### config.mk
export PLATFORM = sky130hd
export DESIGN_NAME = bcd_to_binary_seq_flat
export DESIGN_NICKNAME = d
export VERILOG_FILES = /design/src/rtl/bcd_to_binary_seq_if.sv /design/src/rtl/bcd_to_binary_seq.sv /design/src/flat_wrapper.sv
export SDC_FILE = /design/constraint.sdc
export NUM_CORES = 1
export LEC_CHECK = 0
export CAP_MARGIN = 10
export CORE_MARGIN = 5
export CORE_UTILIZATION = 55
export CTS_CLUSTER_SIZE = 14
export DETAILED_ROUTE_END_ITERATION = 16
export HOLD_SLACK_MARGIN = 0.05
export PLACE_DENSITY = 0.79
export SYNTH_ARGS = -nofsm -noshare
export SYNTH_HDL_FRONTEND = slang
export SYNTH_SLANG_ARGS = --single-unit
### constraint.sdc
create_clock -name clk -period 3.5 [get_ports clk]
set_clock_uncertainty 0.2 [all_clocks]
set_input_delay 0.525 -clock clk [delete_from_list [all_inputs] [get_ports clk]]
set_output_delay 0.525 -clock clk [all_outputs]
set_load 0.1 [all_outputs]
### src/rtl/bcd_to_binary_seq_if.sv
// ---------------------------------------------------------------------------
// bcd_to_binary_seq_if
// Handshake bundle for the sequential BCD-to-binary converter.
//   in_valid / in_ready / bcd_in : word input channel (source -> converter)
//   out_valid / out_ready        : result channel handshake
//   bin_out / err_out            : converted value and invalid-digit flag
// modport master : the side that supplies words and consumes results
// modport slave  : the converter itself
// DIGITS and BIN_W must match the parameters of the converter instance.
// ---------------------------------------------------------------------------
interface bcd_to_binary_seq_if #(
    parameter int DIGITS = 4,
    parameter int BIN_W  = 14
);
    logic                  in_valid;
    logic                  in_ready;
    logic [4*DIGITS-1:0]   bcd_in;
    logic                  out_valid;
    logic                  out_ready;
    logic [BIN_W-1:0]      bin_out;
    logic                  err_out;

    modport master (
        output in_valid,
        output bcd_in,
        output out_ready,
        input  in_ready,
        input  out_valid,
        input  bin_out,
        input  err_out
    );

    modport slave (
        input  in_valid,
        input  bcd_in,
        input  out_ready,
        output in_ready,
        output out_valid,
        output bin_out,
        output err_out
    );
endinterface

### src/rtl/bcd_to_binary_seq.sv
// ---------------------------------------------------------------------------
// bcd_to_binary_seq
// Converts a DIGITS-digit packed BCD word to binary, one digit per clock,
// most-significant digit first (acc = acc*10 + digit). Any digit above 9 is
// treated as 0 and raises a per-word error flag.
//
// Ports:
//   clk    : rising-edge clock
//   rst_n  : asynchronous active-low reset
//   bus    : slave side of bcd_to_binary_seq_if
//            in_valid/in_ready/bcd_in, out_valid/out_ready/bin_out/err_out
//
// Parameters:
//   DIGITS : BCD digits per word, 1..9
//   BIN_W  : result width, at least ceil(log2(10^DIGITS))
//
// state | meaning
// ------+-----------------------------------------------------------------
// IDLE  | waiting for a word; in_ready high
// BUSY  | folding one digit per clock into the accumulator
// DONE  | result presented on bin_out/err_out; out_valid high until taken
// ---------------------------------------------------------------------------
module bcd_to_binary_seq #(
    parameter int DIGITS = 4,
    parameter int BIN_W  = 14
) (
    input  logic                 clk,
    input  logic                 rst_n,
    bcd_to_binary_seq_if.slave   bus
);

    localparam int WORD_W = 4 * DIGITS;
    localparam int CNT_W  = (DIGITS > 1) ? $clog2(DIGITS) : 1;
    localparam int PROD_W = BIN_W + 4;

    typedef enum logic [1:0] {
        IDLE = 2'd0,
        BUSY = 2'd1,
        DONE = 2'd2
    } state_t;

    state_t              state_q,   state_d;
    logic [WORD_W-1:0]   shift_q,   shift_d;
    logic [BIN_W-1:0]    acc_q,     acc_d;
    logic [CNT_W-1:0]    cnt_q,     cnt_d;
    logic                err_q,     err_d;
    logic [BIN_W-1:0]    bin_q,     bin_d;
    logic                err_out_q, err_out_d;

    logic [3:0]          digit_raw;
    logic                digit_bad;
    logic [3:0]          digit;
    logic [PROD_W-1:0]   prod;
    logic [BIN_W-1:0]    acc_next;
    logic                err_next;
    logic                last_digit;
    logic                unused_prod_hi;

    // Datapath for the digit currently at the top of the shift register.
    // An invalid code contributes 0, matching the single-digit converter.
    assign digit_raw  = shift_q[WORD_W-1 -: 4];
    assign digit_bad  = (digit_raw > 4'd9);
    assign digit      = digit_bad ? 4'd0 : digit_raw;

    // Widened product so the *10 cannot lose bits before the deliberate
    // truncation back to BIN_W (results wrap if BIN_W is undersized).
    assign prod       = ({4'b0000, acc_q} * PROD_W'(10)) + PROD_W'(digit);
    assign acc_next   = prod[BIN_W-1:0];
    assign err_next   = err_q | digit_bad;
    assign last_digit = (cnt_q == CNT_W'(DIGITS - 1));

    assign unused_prod_hi = ^prod[PROD_W-1:BIN_W];

    always_comb begin
        state_d   = state_q;
        shift_d   = shift_q;
        acc_d     = acc_q;
        cnt_d     = cnt_q;
        err_d     = err_q;
        bin_d     = bin_q;
        err_out_d = err_out_q;

        case (state_q)
            IDLE: begin
                if (bus.in_valid) begin
                    shift_d = bus.bcd_in;
                    acc_d   = '0;
                    cnt_d   = '0;
                    err_d   = 1'b0;
                    state_d = BUSY;
                end
            end

            BUSY: begin
                acc_d   = acc_next;
                err_d   = err_next;
                shift_d = shift_q << 4;
                cnt_d   = cnt_q + CNT_W'(1);
                if (last_digit) begin
                    bin_d     = acc_next;
                    err_out_d = err_next;
                    state_d   = DONE;
                end
            end

            DONE: begin
                if (bus.out_ready) begin
                    state_d = IDLE;
                end
            end

            default: begin
                state_d = IDLE;
            end
        endcase
    end

    always_ff @(posedge clk or negedge rst_n) begin
        if (!rst_n) begin
            state_q   <= IDLE;
            shift_q   <= '0;
            acc_q     <= '0;
            cnt_q     <= '0;
            err_q     <= 1'b0;
            bin_q     <= '0;
            err_out_q <= 1'b0;
        end else begin
            state_q   <= state_d;
            shift_q   <= shift_d;
            acc_q     <= acc_d;
            cnt_q     <= cnt_d;
            err_q     <= err_d;
            bin_q     <= bin_d;
            err_out_q <= err_out_d;
        end
    end

    // Handshake outputs decode straight from the state register, so reset
    // forces in_ready high and out_valid low without waiting for a clock.
    assign bus.in_ready  = (state_q == IDLE);
    assign bus.out_valid = (state_q == DONE);
    assign bus.bin_out   = bin_q;
    assign bus.err_out   = err_out_q;

endmodule
### src/flat_wrapper.sv
// flat-port wrapper written by rule: the top's interface ports become plain ports
module bcd_to_binary_seq_flat 
#(
    parameter int DIGITS = 4,
    parameter int BIN_W  = 14
)
  (clk, rst_n, bus_in_valid, bus_bcd_in, bus_out_ready, bus_in_ready, bus_out_valid, bus_bin_out, bus_err_out);
  bcd_to_binary_seq_if #(.DIGITS(DIGITS), .BIN_W(BIN_W)) bus_i ();
  input  logic clk;
  input  logic rst_n;
  input wire logic [$bits(bus_i.in_valid)-1:0] bus_in_valid;
  input wire logic [$bits(bus_i.bcd_in)-1:0] bus_bcd_in;
  input wire logic [$bits(bus_i.out_ready)-1:0] bus_out_ready;
  output wire logic [$bits(bus_i.in_ready)-1:0] bus_in_ready;
  output wire logic [$bits(bus_i.out_valid)-1:0] bus_out_valid;
  output wire logic [$bits(bus_i.bin_out)-1:0] bus_bin_out;
  output wire logic [$bits(bus_i.err_out)-1:0] bus_err_out;
  assign bus_i.in_valid = bus_in_valid;
  assign bus_i.bcd_in = bus_bcd_in;
  assign bus_i.out_ready = bus_out_ready;
  assign bus_in_ready = bus_i.in_ready;
  assign bus_out_valid = bus_i.out_valid;
  assign bus_bin_out = bus_i.bin_out;
  assign bus_err_out = bus_i.err_out;
  bcd_to_binary_seq #(.DIGITS(DIGITS), .BIN_W(BIN_W)) u_core (.clk(clk), .rst_n(rst_n), .bus(bus_i));
endmodule
==> qor.yml <==
cts_setup_buffers: 0
hold_viol: 0
synth_top_cell_by_area: "dfrtp_1"
synth_edf_count: 0
wl_per_cell_um: 15.7
synthArstFlopShare_pct: 100
drc_errors: 0
cts-root-buf: "clkbuf_8"
holdBufCountCts: 0
maxCapViolCount: 0
start_util_pct: 56.2
die_area_um2: 6680
grt_max_degree: 50
crit_type: "flop to flop"
yosysSeqAreaShare_pct: 43.3
synth_top_area_share_pct: 43.3
syn2layout_area_growth_pct: 19.4
drv_slew: 0
die_w_um: 81.8
max-slew-margin-rel_pct: 28.9
syn_inst: 288
antennaDiodeCount: 0
die_h_um: 81.8
setup_tns_ns: 0
layout-drive-gt1-share_pct: 9.54
ant_nets: 0
ys.warnings.count: 0
startpoint_type: "flop"
rsz0062_at_grt: "false"
max_freq_mhz: 300
syn_area_um2: 2830
drt_iter0_markers: 145
hp-class: "input port to asynchronous set/reset pin"
vias: 2270
critPathArrivalTime_ns: 3.38
viasPerCell: 5.75
h-tree-depth: 2
synthTopCellsByArea: "dfrtp_1, ha_1, o21ai_0"
synth_cell_types: 39
gp_congestion: 0.819
grt_pass1_wl_um: 10400
status: "finished clean"
crit_fanout: 4
worst_pin_slew_ns: 1.07
clk_pin_slew_ns: 0.10
boundaryPins: 37
setup_viol: 0
syn-num-nets: 333
cts_buffer_depth: 2
cts_tree: "yes"
io_buffers: 36
grt_overflow: 0
antenna_found_initial: 0
ys_ff_latch: 49
row_count: 26
core-area_um2: 5040
fillers: 400
wl_um: 6190
clk_latency_ns: 0.31
reg2regPathDepth: 9
hpwlAfterDp_um: 4420
fin_crit_ns: 3.34
cts_inserted_buffers: 5
cts_resized: 0
avgSynthCellArea_um2: 9.83
grt_pass1_vias: 2192
endpoint_kind: "flop"
required_ns: 3.54
cts_num_sinks: 49
period_share_pct: 95.3
fin_nets: 369
drt_pass1_iterations: 4
synth_flop_cell: "dfrtp_1"
grt_use_total_pct: 20.1
## final cells by class
class | count | area [um^2] | area share, %
flip-flops and latches | 49 | 1230 | 36.3
repair buffers | 43 | 403 | 11.9
multi-input cells | 222 | 1560 | 46.1
well taps | 70 | 87.6 | 2.59
clock buffers | 5 | 68.8 | 2.03
inverters | 3 | 11.3 | 0.333
clock inverters | 3 | 25.0 | 0.740
## layout by cell type, fill, tap and decap left out, types with 2 or more instances in the layout
cell type	count
buf_4	9
clkdlybuf4s50_1	33
nand3_1	4
nor2b_1	18
xor2_1	7
o21ba_2	2
nand2b_1	2
xnor2_1	10
a21oi_1	18
a21o_1	5
a31oi_1	3
clkbuf_8	5
a22o_1	6
dfrtp_1	49
and3b_1	3
inv_1	3
or4_1	2
fa_1	2
ha_1	23
o21ai_0	40
inv_6	2
o211ai_1	2
mux2_2	4
nand2_1	35
nor2_1	9
nand4_1	2
a22oi_1	9
## logic make-up (layout without fill, tap and decap cells)
group	after synthesis	in the layout	synth area share (%)
flip-flops	49	49	43.3
buffers and inverters	17	54	2.25
AO/OA/AOI/OAI	95	95	21.4
adder cells (fa/ha/maj)	25	25	11.6
AND/OR/NAND/NOR	80	80	14.3
XOR/XNOR	18	18	5.57
multiplexers	4	4	1.59
## synth_stat cells, drive strengths merged, types with 4 or more instances
library cell,n
a21oi,18
nand3,4
nand2,35
nor2,9
ha,23
a21o,6
a22oi,9
xnor2,10
nor2b,18
dfrtp,49
xor2,8
o21ai,40
mux2,4
a22o,6
clkbuf,14
## state kept, by name, summed over array words and instances, names as in the netlist
signal and flops:
u_core.bus.bin_out 14, u_core.acc_q 13, u_core.cnt_q 2, u_core.state_q 2
u_core.err_q 1, u_core.shift_q 16, u_core.bus.err_out 1
## worst paths after layout
kind                                                    from                            endpoint  slack [ns]
setup reg to reg                 u_core.acc_q[1]$_DFFE_PN0P_  u_core.bus.bin_out[13]$_DFFE_PN0P_        0.16
hold reg to reg            u_core.bus.bin_out[9]$_DFFE_PN0P_   u_core.bus.bin_out[9]$_DFFE_PN0P_        0.29
min in group clk           u_core.bus.bin_out[9]$_DFFE_PN0P_   u_core.bus.bin_out[9]$_DFFE_PN0P_        0.29
hold / removal                                         rst_n       u_core.shift_q[3]$_DFFE_PN0P_        0.18
max in group asynchronous                              rst_n   u_core.bus.bin_out[5]$_DFFE_PN0P_        2.23
setup / recovery                 u_core.acc_q[1]$_DFFE_PN0P_  u_core.bus.bin_out[13]$_DFFE_PN0P_        0.16
## critical path, cell delays in order (launching register included)
cell	delay, ns
dfrtp_1	0.45
ha_1	0.32
ha_1	0.25
fa_1	0.46
a211oi_2	0.33
o32ai_1	0.15
nor4b_2	0.37
nand3_1	0.20
a2111o_1	0.39
a31oi_1	0.16
## through the flow
step	hold WS [ns]	area (um^2)	cells	setup slack, ns	utilization (%)
2_1_floorplan	0.0294	2830	288	0.363	-
4_1_cts	0.232	3360	395	0.0737	66.7
5_1_grt	0.284	3380	395	0.0235	67.1
3_5_place_dp	0.270	3270	387	0.102	64.8
3_3_place_gp	0.259	3270	387	0.208	64.8
6_report	0.183	3380	395	0.164	67.1
## metal layers
layer / GRT usage, % / vias to the layer above / share of wire [%]
li1: - / 1105 / -
met1: 27.6 / 1117 / 47
met2: 32.5 / 41 / 48
met3: 3.73 / 7 / 3.6
met4: 6.15 / 0 / 1.2
met5: 0 / - / 0
Power is not shown: default switching activity piles up to over one toggle a cycle in this logic, so the estimate is an artifact.
